<file path="src/rtl/uart_pkg.sv">
// Shared UART definitions: TX FSM state encoding, default clock/baud
// constants and the data width. Used by both the transmitter and receiver.
// Optional build macro: UART_TX_PARITY_EN adds the PARITY state and helper.
package uart_pkg;

    localparam int UART_DATA_W     = 8;
    localparam int UART_CLK_FRQ_HZ = 10_000_000;
    localparam int UART_BAUD_RATE  = 115_200;

    typedef enum logic [2:0] {
        ST_IDLE   = 3'd0,
        ST_START  = 3'd1,
        ST_DATA   = 3'd2,
`ifdef UART_TX_PARITY_EN
        ST_PARITY = 3'd3,
`endif
        ST_STOP   = 3'd4
    } uart_tx_state_t;

`ifdef UART_TX_PARITY_EN
    // Even parity is the XOR of the data bits; odd parity inverts it.
    function automatic logic uart_parity(input logic [UART_DATA_W-1:0] data,
                                         input logic                   odd);
        return (^data) ^ odd;
    endfunction
`endif

endpackage

</file>
<file path="src/rtl/uart_baud_gen.sv">
// Bit-period counter: counts 0..CLKS_PER_BIT-1 and wraps, flagging `tick`
// on the last clock of each bit. `restart` holds the count at zero so the
// first bit after it gets a full period.
module uart_baud_gen #(
    parameter int CLKS_PER_BIT = 86
) (
    input  logic clk,
    input  logic rst,
    input  logic restart,
    output logic tick
);

    localparam int CNT_W = (CLKS_PER_BIT > 1) ? $clog2(CLKS_PER_BIT) : 1;
    localparam logic [CNT_W-1:0] CNT_MAX = CNT_W'(CLKS_PER_BIT - 1);

    logic [CNT_W-1:0] cnt_q, cnt_d;

    assign tick = (cnt_q == CNT_MAX);

    // Next count: wrap on the bit boundary, park at zero while restarting.
    always_comb begin
        cnt_d = cnt_q + 1'b1;
        if (restart || tick) cnt_d = '0;
    end

    // Counter register.
    always_ff @(posedge clk) begin
        if (rst) cnt_q <= '0;
        else     cnt_q <= cnt_d;
    end

endmodule

</file>
<file path="src/rtl/uart_tx.sv">
// Byte-wide UART transmitter with a one-entry holding register so frames
// go out back-to-back. Default frame is 8N1; defining UART_TX_PARITY_EN
// inserts a parity bit (even, or odd when PARITY_ODD=1) for 8E1/8O1.
module uart_tx
    import uart_pkg::*;
#(
    parameter int CLK_FRQ_HZ   = UART_CLK_FRQ_HZ,
    parameter int BAUD_RATE    = UART_BAUD_RATE,
    parameter int CLKS_PER_BIT = CLK_FRQ_HZ / BAUD_RATE,
    parameter int PARITY_ODD   = 0
) (
    input  logic                   clk,
    input  logic                   rst,
    input  logic                   tx_valid,
    input  logic [UART_DATA_W-1:0] tx_data,
    output logic                   tx_ready,
    output logic                   tx,
    output logic                   tx_busy,
    output logic                   tx_done
);

    if (CLKS_PER_BIT < 2) begin : g_bad_cpb
        $error("uart_tx: CLKS_PER_BIT must be >= 2");
    end
    if (PARITY_ODD != 0 && PARITY_ODD != 1) begin : g_bad_par
        $error("uart_tx: PARITY_ODD must be 0 or 1");
    end

    uart_tx_state_t         state_q, state_d;
    logic [UART_DATA_W-1:0] hold_q, hold_d;
    logic                   hold_full_q, hold_full_d;
    logic [UART_DATA_W-1:0] shift_q, shift_d;
    logic [2:0]             bit_idx_q, bit_idx_d;
    logic                   tx_q, tx_d;
`ifdef UART_TX_PARITY_EN
    logic                   parity_q, parity_d;
`endif

    logic tick;
    logic handshake;
    logic load;

    // Counter sits at zero in IDLE so a fresh frame starts on a full period.
    uart_baud_gen #(.CLKS_PER_BIT(CLKS_PER_BIT)) u_baud (
        .clk     (clk),
        .rst     (rst),
        .restart (state_q == ST_IDLE),
        .tick    (tick)
    );

    assign handshake = tx_valid && !hold_full_q;
    assign load      = hold_full_q &&
                       ((state_q == ST_IDLE) || (state_q == ST_STOP && tick));

    assign tx_ready = !hold_full_q;
    assign tx       = tx_q;
    assign tx_busy  = (state_q != ST_IDLE);
    assign tx_done  = (state_q == ST_STOP) && tick;

    // State register plus datapath flops.
    always_ff @(posedge clk) begin
        if (rst) begin
            state_q     <= ST_IDLE;
            hold_q      <= '0;
            hold_full_q <= 1'b0;
            shift_q     <= '0;
            bit_idx_q   <= '0;
            tx_q        <= 1'b1;
`ifdef UART_TX_PARITY_EN
            parity_q    <= 1'b0;
`endif
        end else begin
            state_q     <= state_d;
            hold_q      <= hold_d;
            hold_full_q <= hold_full_d;
            shift_q     <= shift_d;
            bit_idx_q   <= bit_idx_d;
            tx_q        <= tx_d;
`ifdef UART_TX_PARITY_EN
            parity_q    <= parity_d;
`endif
        end
    end

    // Next-state: each non-idle state lasts one bit period; STOP chains
    // straight into START when a byte is waiting.
    always_comb begin
        state_d = state_q;
        case (state_q)
            ST_IDLE:   if (hold_full_q) state_d = ST_START;
            ST_START:  if (tick) state_d = ST_DATA;
`ifdef UART_TX_PARITY_EN
            ST_DATA:   if (tick && bit_idx_q == 3'd7) state_d = ST_PARITY;
            ST_PARITY: if (tick) state_d = ST_STOP;
`else
            ST_DATA:   if (tick && bit_idx_q == 3'd7) state_d = ST_STOP;
`endif
            ST_STOP:   if (tick) state_d = hold_full_q ? ST_START : ST_IDLE;
            default:   state_d = ST_IDLE;
        endcase
    end

    // Holding register, shift register and bit index updates.
    always_comb begin
        hold_d      = hold_q;
        hold_full_d = hold_full_q;
        shift_d     = shift_q;
        bit_idx_d   = bit_idx_q;
`ifdef UART_TX_PARITY_EN
        parity_d    = parity_q;
`endif
        if (handshake) begin
            hold_d      = tx_data;
            hold_full_d = 1'b1;
        end
        if (load) begin
            shift_d     = hold_q;
            hold_full_d = 1'b0;
            bit_idx_d   = '0;
`ifdef UART_TX_PARITY_EN
            parity_d    = uart_parity(hold_q, 1'(PARITY_ODD));
`endif
        end else if (state_q == ST_DATA && tick) begin
            shift_d   = shift_q >> 1;
            bit_idx_d = bit_idx_q + 3'd1;
        end
    end

    // Line level registered from the next state so tx lines up with state_q.
    always_comb begin
        tx_d = 1'b1;
        case (state_d)
            ST_START:  tx_d = 1'b0;
            ST_DATA:   tx_d = shift_d[0];
`ifdef UART_TX_PARITY_EN
            ST_PARITY: tx_d = parity_d;
`endif
            default:   tx_d = 1'b1;
        endcase
    end

endmodule

</file>
<file path="config.mk">
export PLATFORM = sky130hd
export DESIGN_NAME = uart_tx
export DESIGN_NICKNAME = d
export VERILOG_FILES = /design/src/rtl/uart_pkg.sv /design/src/rtl/uart_baud_gen.sv /design/src/rtl/uart_tx.sv
export SDC_FILE = /design/constraint.sdc
export NUM_CORES = 1
export LEC_CHECK = 0
export CAP_MARGIN = 10
export CELL_PAD_IN_SITES_DETAIL_PLACEMENT = 0
export CELL_PAD_IN_SITES_GLOBAL_PLACEMENT = 2
export CORE_UTILIZATION = 30
export DETAILED_ROUTE_END_ITERATION = 12
export PLACE_DENSITY = 0.75
export SLEW_MARGIN = 10
export SYNTH_ARGS = -nofsm -noshare
export SYNTH_HDL_FRONTEND = slang
export SYNTH_SLANG_ARGS = --single-unit
</file>
<file path="constraint.sdc">
create_clock -name clk -period 2.16 [get_ports clk]
set_input_delay 0.324 -clock clk [delete_from_list [all_inputs] [get_ports clk]]
set_output_delay 0.324 -clock clk [all_outputs]
set_load 0.1 [all_outputs]
</file>
==> metrics.md, run 1 <==
| Metric | Value |
|---|---|
| Sw frac | `24.8%` |
| Total number of vias | `1,008` |
| PostCTS Resize Cnt | `0` |
| Reg power frac | `51.3%` |
| Type of the most critical hold path | `reg2reg` |
| P per Cell Area | `749 nW/µm²` |
| Die height | `around 69 µm` |
| Worst slew pin tran | `0.492 ns` |
| Worst hold margin | `0.456 ns` |
| DP HPWL | `1.73 mm` |
| Fin Clk Skew | `0.00945 ns` |
| Vias in the first global route | `948` |
| CTS tree | `done` |
| Worst relative slew slack | `67.1%` |
| Maxcap violations | `0` |
| Core area | `4140 µm²` |
| Outcome | `finished, final reports clean` |
| Final net count | `171` |
| Sequential area share after synthesis | `a little under half` |
| First-pass GRT wire length | `between 4 and 5 mm` |
| Synth async-reset ratio | `0%` |
| Top-level I/O count | `15` |
| TritonCTS Sinks | `31` |
| H-tree depth | `2` |
| Area after DPL | `1530 µm²` |
| Synth Net Count | `154` |
| Syn Area/Cell | `9.65 µm²` |
| Commonest non-fill, non-tap cell in the layout | `dfxtp_1` |
| Largest cells by area after synthesis | `dfxtp_1 46%, mux2i_1 11%, nor2_1 8.4%` |
| Die area | `4740 µm²` |
| Total Routing Usage GR | `between 10% and 20%` |
| Synth area leader | `dfxtp_1` |
| Number of buffers created by CTS | `5` |
| Slew Limit Fails | `0` |
| Cell count after synthesis | `139` |
| Post-route cell area | `1620 µm²` |
| Clock buffer depth | `2` |
| DR iter-0 viols | `49` |
| Final Non-Filler Cells | `approximately 200` |
| Post-route DRC | `0` |
| Clock root buffer master | `clkbuf_8` |
| Post-CTS Setup Bufs | `0` |
| #FFs+latches synth | `31` |
| Final Hold Vio Count | `0` |
| Kind of critical path | `reg2out` |
| Total wire length | `2.44 mm` |
| Initial Util | `32.4%` |
| # setup viols final | `0` |
| Synthesis-to-finish area growth | `20.6%` |
| Internal power | `911 µW` |
| Clock Power Share | `36.1%` |
| Most frequent cells in the layout | `31 x dfxtp_1, 30 x nor2_1, 15 x mux2i_1` |
| Startpoint types | `register` |
| Flop-to-flop setup slack | `~0.43 ns` |
| Rows | `23` |
| Max IR drop VDD | `0.000415 V` |
| Worst EP arrival | `1.68 ns` |
| Total Neg Setup Slack | `0 ns` |
| Unrepaired setup endpoints after global routing | `false` |
| Antenna-violating nets left | `0` |
| Yosys cell types | `31` |
| # diodes | `0` |
| Hold-fix buffers, CTS | `0` |
| Layout cells sized above 1 | `11.5%` |
| Initial antenna violation count | `0` |
| Crit. End Element | `output port` |
| Util after Layout | `approximately two fifths` |
| Ys flop type | `dfxtp_1` |
| Ys Warns | `0` |
| Routed vias/inst | `4.89` |
| Post-synth top area share | `46.3%` |
| Worst Path Max Fanout | `5` |
| Largest net degree at the start of global routing | `22` |
| Number of enable flip-flop cells after synthesis | `0` |
| LEAKAGE | `0.000601 µW` |
| Period utilization | `93.0%` |
| RD Place Congestion | `between 0.7 and 0.8` |
| Die Width | `68.9 µm` |
| Worst-path clk slew | `approximately 0.060 ns` |
| Required @ worst endpoint | `1.84 ns` |
| Fmax | `498 MHz` |
| IO Port Bufs | `14` |
| P_sw | `301 µW` |
| Grt total ovfl | `0` |
| Clock Latency Late Sink | `roughly 0.27 ns` |
| Mapped Area | `1340 µm²` |
| DRT Pass-1 Iters | `4` |
| Combinational power share | `12.5%` |
| Per-cell routed wire length | `11.9 µm` |
| # placed instances | `199` |
| Final min period | `2.01 ns` |
## metal layers
metal	routed length (µm)	GRT usage, %	vias to the layer above
met2	1100	18.8	24
met3	133	3.95	5
met4	33	5.36	0
met5	0	0	-
met1	1170	15.3	461
li1	-	-	518
## sequential cells by signal, summed over array words and instances (netlist names)
signal,cells
bit_idx_q,3
hold_full_q,1
hold_q,8
shift_q,8
state_q,3
tx,1
u_baud.cnt_q,7
## worst max-delay path: stages (launching register included)
cell	delay (ns)
dfxtp_1	0.39
ha_1	0.18
nand2_1	0.10
nor2_1	0.30
and3_1	0.26
buf_12	0.18
## cell type report
cell class,instances,area [µm²]
Tap cell,50,62.6
Clock inverter,1,5.00
Clock buffer,6,82.6
Timing Repair Buffer,17,165
Multi-Input combinational cell,96,663
Fill cell,441,2530
Sequential cell,31,621
Inverter,5,18.8
## final timing paths
kind | startpoint | endpoint | depth (start not counted)
max | u_baud.cnt_q[0] | tx_done | 5
min | hold_q[7] | shift_q[7] | 2
max reg2reg | u_baud.cnt_q[0] | shift_q[3] | 5
min reg2reg | hold_q[7] | shift_q[7] | 2
## cells in the mapped netlist (2+ instances only)
| library cell | number |
|---|---|
| and3_1 | 2 |
| nor2_1 | 30 |
| a21oi_1 | 3 |
| a211oi_1 | 6 |
| inv_1 | 5 |
| mux2i_1 | 15 |
| ha_1 | 4 |
| nor3_1 | 6 |
| xnor2_1 | 4 |
| nand3_1 | 3 |
| xor2_1 | 2 |
| dfxtp_1 | 31 |
| clkbuf_1 | 4 |
| nand2_1 | 6 |
| nor2b_1 | 2 |
## power groups by stage
stage	registers [µW]	clock network (µW)	logic, µW
floorplan	638	0	104
global placement	634	0	151
detailed placement	634	0	153
CTS	622	461	154
global route	625	488	165
finish	622	438	152
## stage by stage
stage	worst slack [ns]	total power [µW]
finish	0.152	1210
global route	0.0428	1280
CTS	0.163	1240
detailed placement	0.451	787
global placement	0.497	784
floorplan	0.191	742
## kinds of logic after synthesis
logic type / after synthesis / share of synthesized area [%]
adders and majority gates: 4 / 3.73
buffers and inverters: 12 / 4.29
and+or+nand+nor: 54 / 19.9
DFF: 31 / 46.3
AOI/OAI and AO/OA: 17 / 10.7
xor gates and xnor gates: 6 / 3.92
muxes: 15 / 11.2
Note: power is estimated with default switching activity, not from simulation.
==> inputs of run 2 (changes only) <==
Settings changed: PLACE_DENSITY 0.75 to 0.73.
==> metrics.md, run 2 (synthesis gave the netlist of run 1 again) <==
| Metric | Value |
|---|---|
| # setup viols final | `0` |
| Worst slew pin tran | `0.448 ns` |
| Flop-to-flop setup slack | `between 0.4 and 0.5 ns` |
| Worst slack, placed | `0.484 ns` |
| Met3 wire len | `111 µm` |
| Max IR drop VDD | `0.000386 V` |
| Die Width | `68.9 µm` |
| Outcome | `finished, final reports clean` |
| Grt total ovfl | `0` |
| Unrepaired setup endpoints after global routing | `false` |
| Kind of critical path | `reg2out` |
| Total number of vias | `between 900 and 1,000` |
| Fmax | `502 MHz` |
| Top-level I/O count | `15` |
| RR Startpoint | `u_baud.cnt_q[1]` |
| Worst Path Max Fanout | `5` |
| Vias in the first global route | `about 910` |
| Per-cell routed wire length | `12.0 µm` |
| Synthesis-to-finish area growth | `22.9%` |
| LEAKAGE | `between 0.0006 and 0.0007 µW` |
| Min-Delay Path Depth | `2` |
| Required @ worst endpoint | `1.84 ns` |
| Biggest regs | `hold_q: 8 flops, shift_q: 8 flops, u_baud.cnt_q: 7 flops` |
| Antenna-violating nets left | `0` |
| Clock Latency Late Sink | `approximately 0.28 ns` |
| Hold-fix buffers, CTS | `0` |
| Maxcap violations | `0` |
| Final net count | `about 170` |
| Final min period | `approximately 2.0 ns` |
| Worst-path clk slew | `0.07 ns` |
| Commonest non-fill, non-tap cell in the layout | `dfxtp_1` |
| DP HPWL | `1.77 mm` |
| Initial Util | `32.4%` |
| Initial antenna violation count | `0` |
| Fill count | `434` |
| Routed met1 length | `1.23 mm` |
| Largest net degree at the start of global routing | `22` |
| Routed vias/inst | `about 4.8` |
| IO Port Bufs | `14` |
| Post-route DRC | `0` |
| HP Start | `hold_q[7]` |
| Startpoint types | `register` |
| Max layer used | `met4` |
| Final Hold Vio Count | `0` |
| TritonCTS Sinks | `31` |
| RD Place Congestion | `0.797` |
| Crit. End Element | `output port` |
| Die height | `slightly below 70 µm` |
| Min-Delay Endpoint | `shift_q[7]` |
| Total wire length | `between 2 and 2.5 mm` |
| H-tree depth | `2` |
| P per Cell Area | `around 800 nW/µm²` |
| PostCTS Resize Cnt | `0` |
| Post-CTS Setup Bufs | `0` |
| Most frequent cells in the layout | `31 x dfxtp_1, 30 x nor2_1, 15 x mux2i_1` |
| Clock buffer depth | `2` |
| Rows | `23` |
| CTS tree | `done` |
| Final WS setup | `0.167 ns` |
| First-pass GRT wire length | `a little over 4 mm` |
| Die area | `4740 µm²` |
| Type of the most critical hold path | `reg2reg` |
| Core area | `4140 µm²` |
| Worst EP arrival | `1.67 ns` |
| Met2 wire length | `1.10 mm` |
| # diodes | `0` |
| Number of buffers created by CTS | `5` |
| DRT Pass-1 Iters | `4` |
| Worst relative slew slack | `70.0%` |
| Layout cells sized above 1 | `~12%` |
| Clock root buffer master | `clkbuf_8` |
| Total Routing Usage GR | `12.3%` |
| R2R Path End | `tx` |
| Period utilization | `92.3%` |
| Fin Clk Skew | `0.00794 ns` |
| Slew Limit Fails | `0` |
| Total Neg Setup Slack | `0 ns` |
| Reg2Reg Depth | `7` |
| DR iter-0 viols | `43` |
[run 2: cell type report]
cell class | instances | area [µm²] | share of cell area, %
Inverter | 5 | 18.8 | 1.14
Timing Repair Buffer | 17 | 165 | 10.0
Multi-Input combinational cell | 96 | 663 | 40.2
Clock buffer | 6 | 82.6 | 5.01
Sequential cell | 31 | 621 | 37.7
Clock inverter | 2 | 35.0 | 2.13
Tap cell | 50 | 62.6 | 3.80
[run 2: worst max path at each step]
stage | cells after the start | from | slack, ns | end
global route | 5 | u_baud.cnt_q[0] | 0.03 | tx_done
finish | 5 | u_baud.cnt_q[0] | 0.17 | tx_done
global placement | 5 | u_baud.cnt_q[0] | 0.50 | tx_done
detailed placement | 5 | u_baud.cnt_q[0] | 0.48 | tx_done
CTS | 5 | u_baud.cnt_q[0] | 0.17 | tx_done
floorplan | 4 | u_baud.cnt_q[0] | 0.19 | tx_done
[run 2: stage by stage]
step | total power [µW] | hold WS [ns] | area, µm² | cells | util, %
finish | 1350 | 0.468 | 1650 | 207 | 39.8
global route | 1420 | 0.507 | 1650 | 207 | 39.8
CTS | 1370 | 0.471 | 1650 | 207 | 39.8
detailed placement | 786 | 0.462 | 1530 | 199 | 36.9
global placement | 785 | 0.446 | 1530 | 199 | 36.9
floorplan | 742 | 0.401 | 1340 | 139 | -
[run 2: metal layers]
metal | vias up | global-route usage [%]
li1 | 515 | -
met1 | 455 | 14.7
met2 | 15 | 18.9
met3 | 5 | 4.93
met4 | 0 | 6.12
met5 | - | 0
[run 2: worst max-delay path: stages, from the launching register on]
cell and delay, ns:
dfxtp_1 0.39, ha_1 0.19, nand2_1 0.10, nor2_1 0.27, and3_1 0.25, buf_12 0.18
[run 2: report_power, final]
| part | total [µW] | switching (µW) | internal, µW |
|---|---|---|---|
| clock network | 579 | 207 | 373 |
| registers | 621 | 20.2 | 601 |
| logic | 151 | 90.8 | 60.1 |
==> patch 1: new RTL, config.mk and constraints of run 2 <==
Make the reset (`rst`) asynchronous in 2 clocked blocks.
--- a/src/rtl/uart_baud_gen.sv
+++ b/src/rtl/uart_baud_gen.sv
@@ -24,7 +24,7 @@
     end
 
     // Counter register.
-    always_ff @(posedge clk) begin
+    always_ff @(posedge clk or posedge rst) begin
         if (rst) cnt_q <= '0;
         else     cnt_q <= cnt_d;
     end
--- a/src/rtl/uart_tx.sv
+++ b/src/rtl/uart_tx.sv
@@ -58,7 +58,7 @@
     assign tx_done  = (state_q == ST_STOP) && tick;
 
     // State register plus datapath flops.
-    always_ff @(posedge clk) begin
+    always_ff @(posedge clk or posedge rst) begin
         if (rst) begin
             state_q     <= ST_IDLE;
             hold_q      <= '0;
Function: differs if rst is asserted again (counterexample within 4 cycles, from zero or initial values and one cycle with rst high); with rst held inactive, the same outputs for 10 cycles.
==> patch 1 against run 2 <==
First-iteration DRC count is 23% lower; setup slack worse by 0.021 ns; design area grew 4.6%; sequential cell count unchanged; wire length increased by 2.9%; area after synthesis is 4.1% higher.
Power is not compared: it rests on default switching activity, and its combinational part moved more than twofold at a synthesized area within 25%.
==> patch 1: results (changes against run 2) <==
* Critical R2R Capture: shift_q[2]
* Outcome: finished clean
* DR WL/cell at 13.2 um (+10%)
* Synth cell count leaders: dfrtp_1, nor2_1, mux2_2
* Buffers excl. clock at 19 (+2)
* Layout net count at 155 (-9.4%)
* Iter 0 DRT Violations at 33 (-23%)
* Internal reg-to-reg setup slack at 0.35 ns (-0.14 ns)
* Post-synth cell types at 34 (+9.7%)
* Relative slew slack at 0.611 (-0.0892)
* Vias in the first global route at 991 (+9.1%)
* Final Skew at 0.00362 ns (-0.00432 ns)
* Filler Cells Inserted at 427 (-1.6%)
* GR Layer Usage met1 at 0.150 (+0.00299)
* GRT met2 Usage at 0.178 (-0.0115)
* Met3 WL at 72 um (-35%)
* Multi-input gate area at 591 um2 (-11%)
* R2R depth at 6 (-1)
* Hold Crit Class: in -> async
* Main flop type after synthesis: dfrtp_1
* Met3 global-route usage at 0.0433 (-0.00605)
* RD Place Congestion at 0.707 (-11%)
* #MultiIn Comb at 78 (-19%)
* Multi-input combinational area share at 0.343 (-0.0597)
* Synth async-reset ratio at 1.00 (+1.00)
* Synth top area cells: dfrtp_1, mux2_2, a221o_1
* Total Routing Usage GR at 0.119 (-0.00416)
* M1 WL at 1230 um (-0.49%)
patch 1: critical path, delay by kind of cell (launching register included):
| family | cells | cell delay (ns) |
|---|---|---|
| adder cells (fa/ha/maj) | 1 | 0.15 |
| flip-flops | 1 | 0.39 |
| buffers and inverters | 2 | 0.24 |
| AND/OR/NAND/NOR | 3 | 0.63 |
patch 1: logic make-up (layout without fill, tap and decap cells):
family                     after synthesis  count (layout)  synth area share
adders and majority gates                4               4            0.0358
DFF                                     31              31             0.556
buffers and inverters                    8              32            0.0278
and+or+nand+nor                         42              42             0.173
AOI/OAI and AO/OA                       14              14            0.0762
muxes                                   12              12            0.0932
xor gates and xnor gates                 6               6            0.0376
patch 1: metrics by stage:
stage	utilization	worst slack [ns]	hold WS, ns
global placement	0.369	0.374	0.482
detailed placement	0.369	0.346	0.495
floorplan	-	0.247	0.427
CTS	0.390	0.0436	0.434
finish	0.390	0.146	0.424
global route	0.390	0.0556	0.488
==> patch 2: new RTL, settings of run 2 <==
Made on the original files. Build with the macro `UART_TX_PARITY_EN` defined.
--- a/src/rtl/uart_pkg.sv
+++ b/src/rtl/uart_pkg.sv
@@ -1,6 +1,8 @@
 // Shared UART definitions: TX FSM state encoding, default clock/baud
 // constants and the data width. Used by both the transmitter and receiver.
 // Optional build macro: UART_TX_PARITY_EN adds the PARITY state and helper.
+`define UART_TX_PARITY_EN
+
 package uart_pkg;
 
     localparam int UART_DATA_W     = 8;
Behaviour: same outputs for any inputs over 10 cycles, from zero or initial values and one cycle with rst high; that may be too few to reach the edited logic, so the function may still have changed.
==> patch 2 against run 2 <==
Power is 2.5% lower; critical endpoint unchanged; global-route usage is 0.76 points lower; via count increased by 7.1%; largest power group unchanged; critical path type unchanged; design area increased by 7.0%; combinational power rose by 25%; highest routed layer unchanged; sequential cell count rose by 1; setup slack improved by 0.077 ns; wire length increased by 5.4%; area after synthesis grew 9.0%.
==> patch 2: results (changes against run 2) <==
* Outcome: finished clean
* Register area share after synthesis at 0.438 (-0.0243)
* Slew @ Worst Pin at 0.562 ns (+0.114 ns)
* Maximum vdd drop at 0.292 mV (-24%)
* First-pass GRT wire length at 4490 um (+8.9%)
* Initial antenna violation count at 0 (unchanged)
* Hold Crit Class: reg -> reg
* HPWL after DPL at 2000 um (+13%)
* 1st-pass router iterations at 4 (unchanged)
* Yosys warns at 0 (unchanged)
* Num CTS Buffers at 5 (unchanged)
* Setup WS pre-CTS at 0.312 ns (-0.172 ns)
* Antenna cell count at 0 (unchanged)
* Syn Nets at 165 (+7.1%)
* Input/output buffers at 14 (unchanged)
* CTS H-tree lvls at 2 (unchanged)
* Layout net count at 183 (+7.0%)
* Post-Synth XOR/XNOR Area at 0.0779 (+0.0387)
* Synth top area cells: dfxtp_1, mux2i_1, nor2_1
* Synth Area in Adders at 0.0342 (-0.00307)
* Synth async-reset ratio at 0 (unchanged)
* Compound-Gate Fraction of Synth Area at 0.0830 (-0.0242)
* Largest net degree at the start of global routing at 16 (-27%)
* Total Routing Usage GR at 0.115 (-0.00765)
* Main combinational cell family by area after synthesis: simple AND/OR/NAND/NOR gates
* Final Skew at 0.00620 ns (-0.00174 ns)
* Vias per inst at 4.77 (-0.16%)
* Largest fanout on the critical path at 4 (-1)
* Clock-pin slew on the worst setup and hold paths at 0.06 ns
* CTS root buf: clkbuf_8
* Leak at 0.700 nW (+14%)
* Top Registers: hold_q: 8 flops, shift_q: 8 flops, u_baud.cnt_q: 7 flops
* Post-synth cell types at 33 (+6.5%)
* Vias in the first global route at 1008 (+11%)
* Routed wire length at 2620 um (+5.4%)
* Synth cell count leaders: dfxtp_1, nor2_1, mux2i_1
* Area after DPL at 1670 um2 (+8.9%)
* Setup bufs post-CTS at 0 (unchanged)
* Multiplexer area fraction after synthesis at 0.124 (+0.0122)
* Max Root-Sink Buffers at 2 (unchanged)
* Iter 0 DRT Violations at 65 (+51%)
* Worst-Skew Late Latency at 0.28 ns (about the same)
* RD Place Congestion at 0.723 (-9.2%)
* Post-CTS Resized at 0 (unchanged)
* Share of layout cells above drive strength 1 at 0.113 (-0.00792)
-- patch 2: cell types whose count changed after synthesis, moves of 2 or more --
cell,before,now
a211oi_1,6,8
a31oi_1,0,2
and3_1,2,4
inv_1,5,3
mux2i_1,15,17
nand2_1,6,2
nand2b_1,0,2
nor2b_1,2,4
xnor2_1,4,10
-- patch 2: layout make-up --
cell class | count | area (um2)
Tap cell | 54 | 67.6
Clock buffer | 7 | 96.3
Fill cell | 482 | 2930
Sequential cell | 32 | 641
Timing Repair Buffer | 18 | 173
Inverter | 3 | 11.3
Multi-Input combinational cell | 108 | 774
-- patch 2: stage by stage --
| step | util | total power, W | hold slack [ns] | std cells |
|---|---|---|---|---|
| 3_3_place_gp | 0.355 | 0.000844 | 0.443 | 215 |
| 4_1_cts | 0.376 | 0.00134 | 0.475 | 222 |
| 6_report | 0.376 | 0.00132 | 0.468 | 222 |
| 2_1_floorplan | - | 0.000794 | 0.430 | 150 |
| 3_5_place_dp | 0.355 | 0.000848 | 0.461 | 215 |
| 5_1_grt | 0.376 | 0.00139 | 0.499 | 222 |
-- patch 2: layer usage --
| layer | vias up | global-route usage | share of wire |
|---|---|---|---|
| met4 | 0 | 0.0479 | 0.0050 |
| met3 | 2 | 0.0464 | 0.034 |
| met2 | 14 | 0.189 | 0.48 |
| met1 | 491 | 0.134 | 0.48 |
| li1 | 553 | - | - |
| met5 | - | 0 | 0 |
-- patch 2: worst max-delay path: stages (launching register included) --
cell and delay (ns):
dfxtp_1 0.37, ha_1 0.22, nand4b_4 0.14, nor2_1 0.18, and3_1 0.22, buf_12 0.18
-- patch 2: logic make-up (layout without fill, tap and decap cells) --
kind of cell,after synthesis,in the layout
XOR/XNOR,13,13
AO/OA/AOI/OAI,17,17
flip-flops,32,32
adder cells (fa/ha/maj),4,4
multiplexers,18,18
buffers and inverters,10,28
AND/OR/NAND/NOR,56,56
-- patch 2: worst paths after layout --
check,from,end,slack (ns),cells past startpoint
setup / recovery,u_baud.cnt_q[0],tx_done,0.24,5
hold / removal,u_baud.cnt_q[0],u_baud.cnt_q[0],0.47,1
setup reg to reg,u_baud.cnt_q[0],tx,0.32,6
hold reg to reg,u_baud.cnt_q[0],u_baud.cnt_q[0],0.47,1
-- patch 2: where the power goes --
group,internal (W),switching [W]
Clock,0.000283,0.000201
Sequential,0.000621,0.0000246
Combinational,0.0000792,0.000108
Total,0.000984,0.000335
